$ cat src/rtl/bumpy_pkg.sv
// Shared definitions for the Bumpy player state machine and the movement block.
// The state encoding is fixed because the movement block decodes it directly.
package bumpy_pkg;

  typedef enum logic [3:0] {
    Sreset             = 4'd0,
    Sidle              = 4'd1,
    Sleft              = 4'd2,
    Sright             = 4'd3,
    Sdown              = 4'd4,
    Sup                = 4'd5,
    Sdie               = 4'd6,
    Sbounce_from_left  = 4'd7,
    Sbounce_from_right = 4'd8,
    Sbounce_from_top   = 4'd9
  } bumpy_state_t;

  localparam int MAX_LIVES = 3;

  // States whose duration is measured in frames by the shared frame timer.
  function automatic logic is_timed(input bumpy_state_t s);
    return (s == Sdie) || (s == Sbounce_from_left) ||
           (s == Sbounce_from_right) || (s == Sbounce_from_top);
  endfunction

endpackage

$ cat src/rtl/bumpy_frame_timer.sv
// Counts start-of-frame pulses spent in a timed state; done flags the frame
// on which the state must be left.
module bumpy_frame_timer (
  input  logic       clk,
  input  logic       resetN,
  input  logic       clear,
  input  logic       en,
  input  logic [7:0] limit,
  output logic       done
);

  logic [7:0] count_q;

  // NOTE: sequential state uses non-blocking assignments so every register
  // samples the values from before the edge, independent of block ordering.
  always_ff @(posedge clk or negedge resetN) begin
    if (!resetN) begin
      count_q <= 8'd0;
    end else if (clear) begin
      count_q <= 8'd0;
    end else if (en) begin
      count_q <= count_q + 8'd1;
    end
  end

  // The count lags the frame index by one, so a state entered at SOF k sees
  // count == limit-1 at SOF k+limit.
  assign done = (count_q == (limit - 8'd1));

endmodule

$ cat src/rtl/bumpy_fsm.sv
// Bumpy player game-logic FSM: turns keys and per-frame collision hits into
// the player state, and tracks lives and game over.
module bumpy_fsm
  import bumpy_pkg::*;
#(
  parameter int BOUNCE_FRAMES = 8,
  parameter int DIE_FRAMES    = 60,
  parameter int LIVES         = 3
) (
  input  logic         clk,
  input  logic         resetN,
  input  logic         startOfFrame,
  input  logic         start_game,
  input  logic         key_left,
  input  logic         key_right,
  input  logic         key_up,
  input  logic         key_down,
  input  logic         col_deadly,
  input  logic         col_left,
  input  logic         col_right,
  input  logic         col_top,
  output bumpy_state_t state,
  output logic [1:0]   lives_left,
  output logic         game_over
);

  localparam logic [1:0] LIVES_INIT = (LIVES > MAX_LIVES) ? 2'(MAX_LIVES) : 2'(LIVES);

  bumpy_state_t state_q, state_d, move_next;
  logic [1:0]   lives_q;
  logic         game_over_q;
  logic [3:0]   col_q;
  logic [3:0]   col_in, col_eff;
  logic         dir_held;
  logic         timer_clear, timer_en, timer_done;
  logic [7:0]   timer_limit;

  // Bit order {deadly, left, right, top} matches the decision priority.
  assign col_in  = {col_deadly, col_left, col_right, col_top};
  assign col_eff = col_q | col_in;

  assign dir_held = ((state_q == Sleft)  && key_left)  ||
                    ((state_q == Sright) && key_right) ||
                    ((state_q == Sup)    && key_up)    ||
                    ((state_q == Sdown)  && key_down);

  always_comb begin
    // NOTE: every combinational output gets a default first so no path can
    // leave it unassigned and infer a latch.
    move_next = Sidle;
    if (col_eff[3])      move_next = Sdie;
    else if (col_eff[2]) move_next = Sbounce_from_left;
    else if (col_eff[1]) move_next = Sbounce_from_right;
    else if (col_eff[0]) move_next = Sbounce_from_top;
    else if (dir_held)   move_next = state_q;
    else if (key_left)   move_next = Sleft;
    else if (key_right)  move_next = Sright;
    else if (key_up)     move_next = Sup;
    else if (key_down)   move_next = Sdown;
  end

  always_comb begin
    state_d = state_q;
    case (state_q)
      Sreset: begin
        if (startOfFrame && start_game) state_d = Sidle;
      end
      Sidle, Sleft, Sright, Sup, Sdown: begin
        if (startOfFrame) state_d = move_next;
      end
      Sbounce_from_left, Sbounce_from_right, Sbounce_from_top: begin
        if (startOfFrame) begin
          if (col_eff[3])      state_d = Sdie;
          else if (timer_done) state_d = Sidle;
        end
      end
      Sdie: begin
        if (startOfFrame && timer_done) state_d = (lives_q == 2'd0) ? Sreset : Sidle;
      end
      // Corrupted encodings recover without waiting for a frame boundary.
      default: state_d = Sreset;
    endcase
  end

  assign timer_clear = (state_d != state_q);
  assign timer_en    = startOfFrame && is_timed(state_q);
  assign timer_limit = (state_q == Sdie) ? 8'(DIE_FRAMES) : 8'(BOUNCE_FRAMES);

  bumpy_frame_timer u_timer (
    .clk    (clk),
    .resetN (resetN),
    .clear  (timer_clear),
    .en     (timer_en),
    .limit  (timer_limit),
    .done   (timer_done)
  );

  always_ff @(posedge clk or negedge resetN) begin
    if (!resetN) begin
      state_q     <= Sreset;
      lives_q     <= 2'd0;
      game_over_q <= 1'b0;
      col_q       <= 4'd0;
    end else begin
      state_q <= state_d;
      // A hit coinciding with SOF is used via col_eff and then dropped.
      col_q   <= startOfFrame ? 4'd0 : (col_q | col_in);
      if (state_q == Sreset && state_d == Sidle) begin
        lives_q     <= LIVES_INIT;
        game_over_q <= 1'b0;
      end else if (state_d == Sdie && state_q != Sdie) begin
        lives_q <= (lives_q == 2'd0) ? 2'd0 : lives_q - 2'd1;
      end else if (state_q == Sdie && state_d == Sreset) begin
        game_over_q <= 1'b1;
      end
    end
  end

  assign state      = state_q;
  assign lives_left = lives_q;
  assign game_over  = game_over_q;

endmodule

$ cat config.mk
export PLATFORM = sky130hd
export DESIGN_NAME = bumpy_fsm
export DESIGN_NICKNAME = d
export VERILOG_FILES = /design/src/rtl/bumpy_pkg.sv /design/src/rtl/bumpy_frame_timer.sv /design/src/rtl/bumpy_fsm.sv
export SDC_FILE = /design/constraint.sdc
export NUM_CORES = 1
export LEC_CHECK = 0
export CAP_MARGIN = 0
export CORE_MARGIN = 2
export CORE_UTILIZATION = 65
export CTS_BUF_LIST = sky130_fd_sc_hd__clkbuf_2 sky130_fd_sc_hd__clkbuf_4 sky130_fd_sc_hd__clkbuf_8
export CTS_CLUSTER_SIZE = 14
export DETAILED_ROUTE_END_ITERATION = 10
export DONT_BUFFER_PORTS = 1
export PLACE_DENSITY = 0.83
export SLEW_MARGIN = 0
export SYNTH_ARGS = -nofsm -noshare
export SYNTH_HDL_FRONTEND = slang
export SYNTH_HIERARCHICAL = 1
export SYNTH_SLANG_ARGS = --single-unit
$ cat constraint.sdc
create_clock -name clk -period 8.85 [get_ports clk]
set_clock_uncertainty 0.15 [all_clocks]
set_input_delay 0.885 -clock clk [delete_from_list [all_inputs] [get_ports clk]]
set_output_delay 0.885 -clock clk [all_outputs]
set_load 0.05 [all_outputs]
Yosys cells after proc, flatten, opt, wreduce, memory -nomap -nowiden
Index checks and enable logic that the tools add are counted.

Register bits after elaboration: 19. Bits of input ports: 12. Word-level logic and storage cells: 76.

$add $sub $neg: 3. Equality and inequality tests: 15. Muxes and demuxes: 27. Bitwise operators: 1. Reductions and logical operators: 25.

Operators with widths (count): $mux W4 (12); $eq A4 B3 Y1 const B (5); $mux W8 (2); $pmux W4 S4 (1); $mux W3 (4); $logic_and A1 B1 Y1 (10); $add A8 B1 Y8 const B (1); $eq A4 B1 Y1 const B (2); $eq A4 B2 Y1 const B (2); $eq A4 B4 Y1 const B (2); $eq A8 B8 Y1 (1); $logic_not A4 Y1 (2); $sub A6 B1 Y7 const B (1); $logic_or A1 B1 Y1 (6); $mux W2 (3); $mux W6 (1); $reduce_bool A2 Y1 (3); $reduce_or A5 Y1 (1); $mux W1 (4); $ne A4 B3 Y1 const B (1); $ne A4 B4 Y1 (1); $or A4 B4 Y4 (1); $reduce_or A3 Y1 (1); $logic_not A2 Y1 (1); other kinds (3) (3).

Depth between registers and ports, before layout
Gate-level depths: netlist of the first run.

Word-level depth: 17. Mapped depth: 16.

Modules after synthesis
Netlist of the first run, hierarchy kept.

By module, submodules not included: bumpy_fsm (times used 1, cells an instance 103, area an instance 870.8 sq um, seq. area each 275.3 sq um); bumpy_frame_timer (times used 1, cells an instance 70, area an instance 633.1 sq um, seq. area each 200.2 sq um).

Least setup slack after synthesis of the first run
No wires, ideal clock.

Path type: register -> register. From: reg state_q[1] (netlist: state[1]). To: reg u_timer.count_q[6]. Library setup time: 0.132 ns. Arrival time: 3.835 ns. Required time: 8.568 ns. Path slack: 4.733 ns. Stages on the path, launching flop included: 17. Buffers on the path: 2. Clock period less this slack: 4.117 ns. Cell sequence: dfrtp_1 -> buf_2 -> nand4bb_1 -> inv_1 -> xor2_1 -> a211oi_1 -> o211ai_1 -> a211oi_1 -> a21oi_1 -> a22oi_1 -> nor3b_1 -> xor2_1 -> nand4_1 -> clkbuf_1 -> o2111ai_1 -> xor2_1 -> nor2_1.

Elaborated cells on any way between the ends: 42. Those cells by class: add/sub (1); eq/ne (11); mux (14); reduce/logical (16).

RTL lines: start, declared (line bumpy_fsm.sv:29) `bumpy_state_t state_q, state_d, move_next;`; start signal, assigned (line bumpy_fsm.sv:100) `state_q <= Sreset;`; start signal, assigned (line bumpy_fsm.sv:105) `state_q <= state_d;`; $eq A4 B3 Y1 * (line bumpy_fsm.sv:87) `assign timer_limit = (state_q == Sdie) ? 8'(DIE_FRAMES) : 8'(BOUNCE_FRAMES);`; $mux W6 * (line bumpy_fsm.sv:87); via timer_limit[2] (line bumpy_fsm.sv:36) `logic [7:0] timer_limit;`; $sub A6 B1 Y7 * (line bumpy_frame_timer.sv:28) `assign done = (count_q == (limit - 8'd1));`; $eq A8 B8 Y1 * (line bumpy_frame_timer.sv:28); via timer_done (line bumpy_fsm.sv:35) `logic timer_clear, timer_en, timer_done;`; $mux W4 (line bumpy_fsm.sv:74) `else if (timer_done) state_d = Sidle;`; $mux W4 (line bumpy_fsm.sv:73) `if (col_eff[3]) state_d = Sdie;`; $mux W4 (line bumpy_fsm.sv:72) `if (startOfFrame) begin`; $pmux W4 S4 * (line bumpy_fsm.sv:64) `case (state_q)`; $ne A4 B4 Y1 * (line bumpy_fsm.sv:85) `assign timer_clear = (state_d != state_q);`; via timer_clear (line bumpy_fsm.sv:35); $mux W8 or $reduce_bool A2 Y1 (tied branches); end signal, assigned (line bumpy_frame_timer.sv:22) `count_q <= count_q + 8'd1;`; end, declared (line bumpy_frame_timer.sv:12) `logic [7:0] count_q;`.

Mark *: on every way through the listed nets, which the timed path passes. The rest lies on a longest branch. A chain may end at the register's enable or synchronous reset.

Worst setup path in the final report of the first run
From: reg state_q[1] (netlist: state[1]). To: reg u_timer.count_q[7].

The elaborated chain is that of the path after synthesis.

==> results of run 1 <==
layer usage:
metal / vias to the layer above / global-route usage (%) / part of all wire (%)
li1: 634 / - / -
met1: 612 / 38.1 / 47
met2: 40 / 38.0 / 47
met3: 10 / 1.44 / 4.3
met4: 0 / 14.0 / 2.3
met5: - / 0 / 0
cell usage after synthesis (2+ instances only):
master,count
nand2b_1,4
xnor2_1,7
or3b_2,2
buf_4,2
nor2_1,27
and3_1,2
mux2i_1,4
or4_4,2
ha_1,2
a211oi_1,5
o2111ai_1,2
nand2_1,9
xor2_1,9
o21ai_0,5
and2_1,2
dfrtp_1,19
inv_1,7
nand4b_1,3
conb_1,2
a21oi_1,11
nor3b_1,2
nand3b_1,3
nand4_1,3
o311a_1,2
nor4_1,2
nor3_1,3
a31oi_1,3
clkbuf_1,4
kinds of logic after synthesis:
| kind of cell | synth area share (%) |
|---|---|
| multiplexers | 2.66 |
| other | 0.499 |
| buffers and inverters | 4.08 |
| AND/OR/NAND/NOR | 30.0 |
| flip-flops | 31.6 |
| adder cells (fa/ha/maj) | 1.66 |
| AO/OA/AOI/OAI | 20.1 |
| XOR/XNOR | 9.32 |
report_power, final:
group | internal [W] | switching, W | total, W
Clock | 0.0000206 | 0.0000235 | 0.0000441
Sequential | 0.000101 | 0.0000787 | 0.000180
Combinational | 0.0000756 | 0.000117 | 0.000192
state kept, by name, summed over array words and instances (netlist names):
signal           count
u_timer/count_q      8
col_q                4
game_over            1
lives_left           2
state                4
final timing paths:
kind	end	cells after the start
max in group asynchronous	state[3]	0
min in group clk	col_q[0]	2
worst max register to register	u_timer/count_q[7]	14
worst max-delay path	u_timer/count_q[7]	14
worst min register to register	col_q[0]	2
worst min-delay path	u_timer/count_q[2]	0
metrics by stage:
stage | power [W] | worst slack [ns] | area (um^2)
global route | 0.000444 | 3.48 | 1580
CTS | 0.000415 | 3.99 | 1580
global placement | 0.000359 | 4.26 | 1550
floorplan | 0.000339 | 4.73 | 1550
finish | 0.000416 | 3.97 | 1580
detailed placement | 0.000369 | 4.02 | 1550
area by class of cell:
type,count,share of cell area [%]
sequential,19,30.0
tap,28,2.21
multi-input combinational,153,64.2
inverter,7,1.66
clock buffer,4,1.90
==> results.cfg, run 1 <==
[placement]
gp_congestion = 0.937
dp_cells = 207
port_buffers = 0
dp_hpwl_mm = 2.51

[final_layout]
seqCellArea_um2 = 475
most-common-layout-cells = nor2_1, dfrtp_1, conb_1, a21oi_1
fin_util_pct = 72.2
drive_above_1_share_pct = 9.29
n_fill_cell = 163
syn_to_final_growth_pct = 5.24
stdcell_count = 211
layout.cells.most_common = nor2_1
multi_input_area_um2 = 1020
antennaDiodeCount = 0
fin_nets = 198

[flow_run]
drv_cap = 0

[clock_network]
cts_made_buffers = 3
clock_latency_ns = 0.29
cts_root_buf = clkbuf_4
cts_tree = yes
cts_resized = 0
cts_num_sinks = 19
path_clk_slew_ns = 0.10
h-tree-depth = 1
cts_hold_buf = 0
clockBufferDepth = 2
post_cts_buffers = 0

[yosys]
synthDistinctLibCells = 53
synth_cells = 173
synthArstFlopShare_pct = 100
synth-main-ff-cell = dfrtp_1
synthTopCellsByArea = dfrtp_1, nor2_1, xor2_1
synth_edf_count = 0
yosysTopAreaCellShare_pct = 31.6
synth_area_um2 = 1500
synth.avg_cell_area_um2 = 8.69
yosys_warnings = 6
synth_seq_cells = 19
seq_area_frac_synth_pct = 31.6
yosysTopAreaCell = dfrtp_1

[floorplanning]
start_util_pct = 68.6
core_um2 = 2190
die_area_um2 = 2710
die_h_um = 52.1
io_pins = 19
rows = 17
fp.dieW_um = 52.1

[critical_path]
setup.worst_path.start = state[1]
timing.rr.start = state[1]
end_kind = flip-flop
cpPeakStageDelay_ns = 0.94
cp_num_buf_inv = 1
cp_top_family = compound AO/OA/AOI/OAI gates
crit_fanout = 20
critPathKind = flip-flop to flip-flop
path_cells = nand4bb_1 > inv_1 > xor2_1 > a211oi_1 > o211ai_1 > a211oi_1 > a21oi_1 > a22oi_1 > nor3b_1 > xor2_1 > nand4_1 > o2111ai_1 > xor2_1 > nor2_1
required_ns = 8.87
rrSetupSlack_ns = 3.97
crit_arrival_ns = 4.90
critPathSlowestCell = dfrtp_1
startpoint_type = flip-flop
cpMostUsedCell = xor2_1

[timing]
hold_violations = 0
finalSetupViolations = 0
max_freq_ghz = 0.205
finalSetupTns_ns = 0
report.final.slew_viol_count = 0
rsz0062_at_grt = false
whs_ns = 0.127
min_period_ns = 4.88
layout_worst_path_cycle_share_pct = 55.1
worst_pin_slew_ns = 0.896
relSlewSlack_pct = 40.3

[power_and_ir_drop]
ir_worst_vdd_mv = 0.291
leakage_nw = 0.637
power_density_nw_per_um2 = 263

[global_route]
track_usage_pct = 25.9
antenna_found_initial = 0
grt_pass1_vias = 1228
grt_pass1_wl_mm = 5.21
grt_start_max_net_pins = 21
grt_overflow_total = 0

[routing]
dr.pass1.iters = 5
routedWlPerCell_um = 15.1
detail_route.vias_per_cell = 6.14
dr.first_iter.drc_count = 50
vias = 1296
drtAntennaViolNets = 0
drc = 0
routed_wl_mm = 3.19

[hold_path]
holdCritPathClass = input port to asynchronous set/reset pin

[status]
status = finished, final reports clean
(Power assumes the default switching activity.)
==> run 2: changes to the inputs <==
- CORE_UTILIZATION: 65 -> 59
- PLACE_DENSITY: 0.83 -> 0.8
- clock period: 8.85 -> 4.3 ns (I/O delays scaled with it)
==> results.cfg, run 2 (synthesis gave the netlist of run 1 again) <==
[power_and_ir_drop]
leakage_nw = 0.666
ir_worst_vdd_mv = 0.503
power_density_nw_per_um2 = 546
total_power_w = 0.000895

[critical_path]
cpMostUsedCell = xor2_1
path_cells = nand4bb_1 > inv_1 > buf_4 > nand3b_1 > o311a_1 > a211oi_2 > a21oi_1 > a22oi_1 > nor3b_1 > xor2_1 > nand4_1 > o2111ai_1 > xor2_1 > nor2_1
rr_worst_depth = 14
crit_fanout = 12
critPathKind = flip-flop to flip-flop
crit_arrival_ns = 3.91
r2r-end = u_timer/count_q[7]
startpoint_type = flip-flop
timing.rr.start = state[0]
rrSetupSlack_ns = 0.42
end_kind = flip-flop
critPathSlowestCell = dfrtp_1
cpPeakStageDelay_ns = 0.39
required_ns = 4.33

[clock_network]
cts_num_sinks = 19
clock_latency_ns = 0.29
h-tree-depth = 1
path_clk_slew_ns = 0.10
cts_tree = yes
cts_made_buffers = 3
cts_root_buf = clkbuf_4
clockBufferDepth = 2
post_cts_buffers = 0

[timing]
worst_pin_slew_ns = 0.785
report.final.slew_viol_count = 0
layout_worst_path_cycle_share_pct = 90.3
finalSetupTns_ns = 0
min_period_ns = 3.88
relSlewSlack_pct = 47.5
max_freq_ghz = 0.258
rsz0062_at_grt = false
finalSetupViolations = 0
hold_violations = 0

[routing]
dr.first_iter.drc_count = 38
routedWlPerCell_um = 14.3
detail_route.vias_per_cell = 6.02
drc = 0
dr.pass1.iters = 4
vias = 1318
drtAntennaViolNets = 0
routed_wl_mm = 3.14

[final_layout]
largest-register = u_timer/count_q
seqCellArea_um2 = 475
antennaDiodeCount = 0
n_fill_cell = 214
fin_nets = 204
fin_area_um2 = 1640
largest_reg_flops = 8
syn_to_final_growth_pct = 8.90
layout.cells.most_common = nor2_1
drive_above_1_share_pct = 12.2
most-common-layout-cells = nor2_1, dfrtp_1, conb_1, a21oi_1
multi_input_area_um2 = 1020

[placement]
port_buffers = 0
dpl_cell_area_um2 = 1590
gp_congestion = 0.906
dp_hpwl_mm = 2.43

[floorplanning]
io_pins = 19
die_h_um = 54.5
die_area_um2 = 2970
rows = 18
core_um2 = 2450
start_util_pct = 61.3
fp.dieW_um = 54.5

[global_route]
grt_pass1_wl_mm = 5.04
grt_overflow_total = 0
grt_pass1_vias = 1153
grt_start_max_net_pins = 20
antenna_found_initial = 0
track_usage_pct = 23.7

[hold_path]
hold_path_end = col_q[2]
min_from = startOfFrame
holdPathStages = 1
holdCritPathClass = input port to flip-flop

[flow_run]
drv_cap = 0

[status]
status = finished, final reports clean
run 2: changes by cell type in the layout (fill, tap and decap cells not counted):
cell	previous run	this run
buf_4	0	5
a211oi_1	5	4
a211oi_2	1	2
dlygate4sd3_1	0	1
run 2: where the power goes:
group          internal [W]  switching (W)
clock network     0.0000425      0.0000507
logic              0.000178       0.000345
registers          0.000210      0.0000681
run 2: cell type report:
type / instances / share of cell area [%]
timing repair buffer: 6 / 2.90
multi-input combinational: 153 / 62.3
inverter: 7 / 1.60
tap: 30 / 2.29
clock buffer: 4 / 1.83
sequential: 19 / 29.0
run 2: how the worst max path moves through the flow:
stage / startpoint / endpoint / slack (ns) / depth (start not counted)
finish: state[0] / u_timer/count_q[7] / 0.42 / 14
global route: state[3] / u_timer/count_q[7] / 0.02 / 14
CTS: state[0] / u_timer/count_q[7] / 0.30 / 14
detailed placement: state[0] / u_timer/count_q[6] / 0.32 / 14
global placement: state[0] / u_timer/count_q[7] / 0.56 / 14
floorplan: state[1] / u_timer/count_q[6] / 0.18 / 16
run 2: metal layers:
| layer | part of all wire, % | global-route usage [%] | wire length (um) |
|---|---|---|---|
| met3 | 5.6 | 3.55 | 177 |
| met2 | 44 | 34.1 | 1400 |
| met4 | 1.6 | 10.8 | 51 |
| met1 | 48 | 34.7 | 1520 |
| met5 | 0 | 0 | 0 |
run 2: through the flow:
stage / worst slack, ns / std cells / util [%] / hold WS (ns)
after floorplan: 0.183 / 186 / - / -0.0156
after global placement: 0.557 / 214 / 64.9 / -0.0152
after detailed placement: 0.319 / 214 / 64.9 / -0.0152
after CTS: 0.302 / 219 / 66.5 / 0.0227
after global routing: 0.0216 / 219 / 66.7 / 0.00961
final: 0.419 / 219 / 66.7 / 0.0349
run 2: critical path, delay by kind of cell, from the launching register on:
kind                      cells  cell delay [ns]
AOI/OAI and AO/OA             5             1.18
DFF                           1             0.39
and+or+nand+nor               5             1.18
xor gates and xnor gates      2             0.34
buffers and inverters         2             0.51
run 2: repair_timing:
action                     4_1_cts  5_1_grt
hold buffers                     1        0
resized for setup                0        1
setup endpoints to repair        0        2
hold endpoints to repair        19        0
==> run 3: changes to the inputs <==
- HOLD_SLACK_MARGIN: unset -> 0.06
- TNS_END_PERCENT: unset -> 20
==> results.cfg, run 3 (synthesis gave the netlist of run 1 again) <==
[status]
status = finished, final reports clean

[routing]
routed_wl_mm = 3.15
dr.first_iter.drc_count = 38
drtAntennaViolNets = 0
routedWlPerCell_um = 14.3
dr.pass1.iters = 5
detail_route.vias_per_cell = 5.99
vias = 1317
drc = 0

[clock_network]
cts_made_buffers = 3
cts_num_sinks = 19
post_cts_buffers = 0
path_clk_slew_ns = 0.10
clock_latency_ns = 0.30
h-tree-depth = 1
cts_root_buf = clkbuf_4
cts_tree = yes
clockBufferDepth = 2

[final_layout]
syn_to_final_growth_pct = 9.57
antennaDiodeCount = 0
drive_above_1_share_pct = 12.1
most-common-layout-cells = nor2_1, dfrtp_1, conb_1, a21oi_1
largest-register = u_timer/count_q
largest_reg_flops = 8
layout.cells.most_common = nor2_1
fin_nets = 205
fin_area_um2 = 1650
fin_util_pct = 67.1

[timing]
report.final.slew_viol_count = 0
max_freq_ghz = 0.258
finalSetupTns_ns = 0
relSlewSlack_pct = 47.5
rsz0062_at_grt = false
min_period_ns = 3.88
layout_worst_path_cycle_share_pct = 90.3
finalSetupViolations = 0
hold_violations = 0
worst_pin_slew_ns = 0.785
setup_ws_ns = 0.418

[flow_run]
drv_cap = 0

[global_route]
met3_usage_pct = 3.55
antenna_found_initial = 0
track_usage_pct = 23.7
grt_overflow_total = 0
grt_start_max_net_pins = 20
met1_usage_pct = 34.8
grt_pass1_vias = 1154
gr-usage-met2_pct = 34.1
grt-busiest-layer = met1
grt_pass1_wl_mm = 5.05

[critical_path]
crit_fanout = 12
crit_arrival_ns = 3.91
r2r-end = u_timer/count_q[7]
required_ns = 4.33
startpoint_type = flip-flop
timing.rr.start = state[0]
rr_worst_depth = 14
end_kind = flip-flop
setup.worst_path.start = state[0]
critPathKind = flip-flop to flip-flop
rrSetupSlack_ns = 0.42

[floorplanning]
fp.dieW_um = 54.5
rows = 18
die_area_um2 = 2970
die_h_um = 54.5
io_pins = 19
start_util_pct = 61.3
core_um2 = 2450

[power_and_ir_drop]
leakage_nw = 0.670
power_density_nw_per_um2 = 544
total_power_w = 0.000896
ir_worst_vdd_mv = 0.503

[hold_path]
holdCritPathClass = input port to flip-flop
holdPathStages = 2
min_from = col_left
hold_path_end = col_q[2]

[placement]
dp_hpwl_mm = 2.43
port_buffers = 0
dpl_cell_area_um2 = 1590
gp_congestion = 0.906
dp_slack_ns = 0.319
run 3: changes by cell type in the layout (fill, tap and decap cells not counted), sizes merged:
cell         delta
dlygate4sd3     +1
run 3: power breakdown:
part | internal [W] | switching (W)
registers | 0.000210 | 0.0000681
clock network | 0.0000425 | 0.0000507
logic | 0.000179 | 0.000345
total | 0.000432 | 0.000464
run 3: worst max path at each step:
stage	endpoint	slack [ns]
after global placement	u_timer/count_q[7]	0.56
after CTS	u_timer/count_q[7]	0.30
after global routing	u_timer/count_q[7]	0.02
after detailed placement	u_timer/count_q[6]	0.32
after floorplan	u_timer/count_q[6]	0.18
final	u_timer/count_q[7]	0.42
run 3: worst max-delay path, stage by stage, from the launching register on:
cell and delay (ns):
dfrtp_1 0.39, nand4bb_1 0.32, inv_1 0.28, buf_4 0.23, nand3b_1 0.09, o311a_1 0.13, a211oi_2 0.33, a21oi_1 0.12
a22oi_1 0.26, nor3b_1 0.36, xor2_1 0.17, nand4_1 0.35, o2111ai_1 0.34, xor2_1 0.17, nor2_1 0.06
run 3: what timing repair did:
item                                    4_1_cts  5_1_grt
hold endpoints to repair                     23        0
hold buffers                                  2        0
gates resized for setup                       0        1
endpoints found under the setup margin        0        2
run 3: final cells by class:
cell class	instances	area (um^2)
clock buffers	4	30.0
fillers	213	807
inverters	7	26.3
multi-input cells	153	1020
flip-flops and latches	19	475
well taps	30	37.5
repair buffers	7	57.6
run 3: per-stage QoR:
| stage | instances | hold WS, ns |
|---|---|---|
| 2_1_floorplan | 186 | -0.0156 |
| 3_3_place_gp | 214 | -0.0152 |
| 3_5_place_dp | 214 | -0.0152 |
| 4_1_cts | 220 | 0.104 |
| 5_1_grt | 220 | 0.0975 |
| 6_report | 220 | 0.116 |
run 3: layer usage:
metal	vias up	share of wire, %
li1	652	-
met1	618	48
met2	41	44
met3	6	6.5
met4	0	1.6
met5	-	0
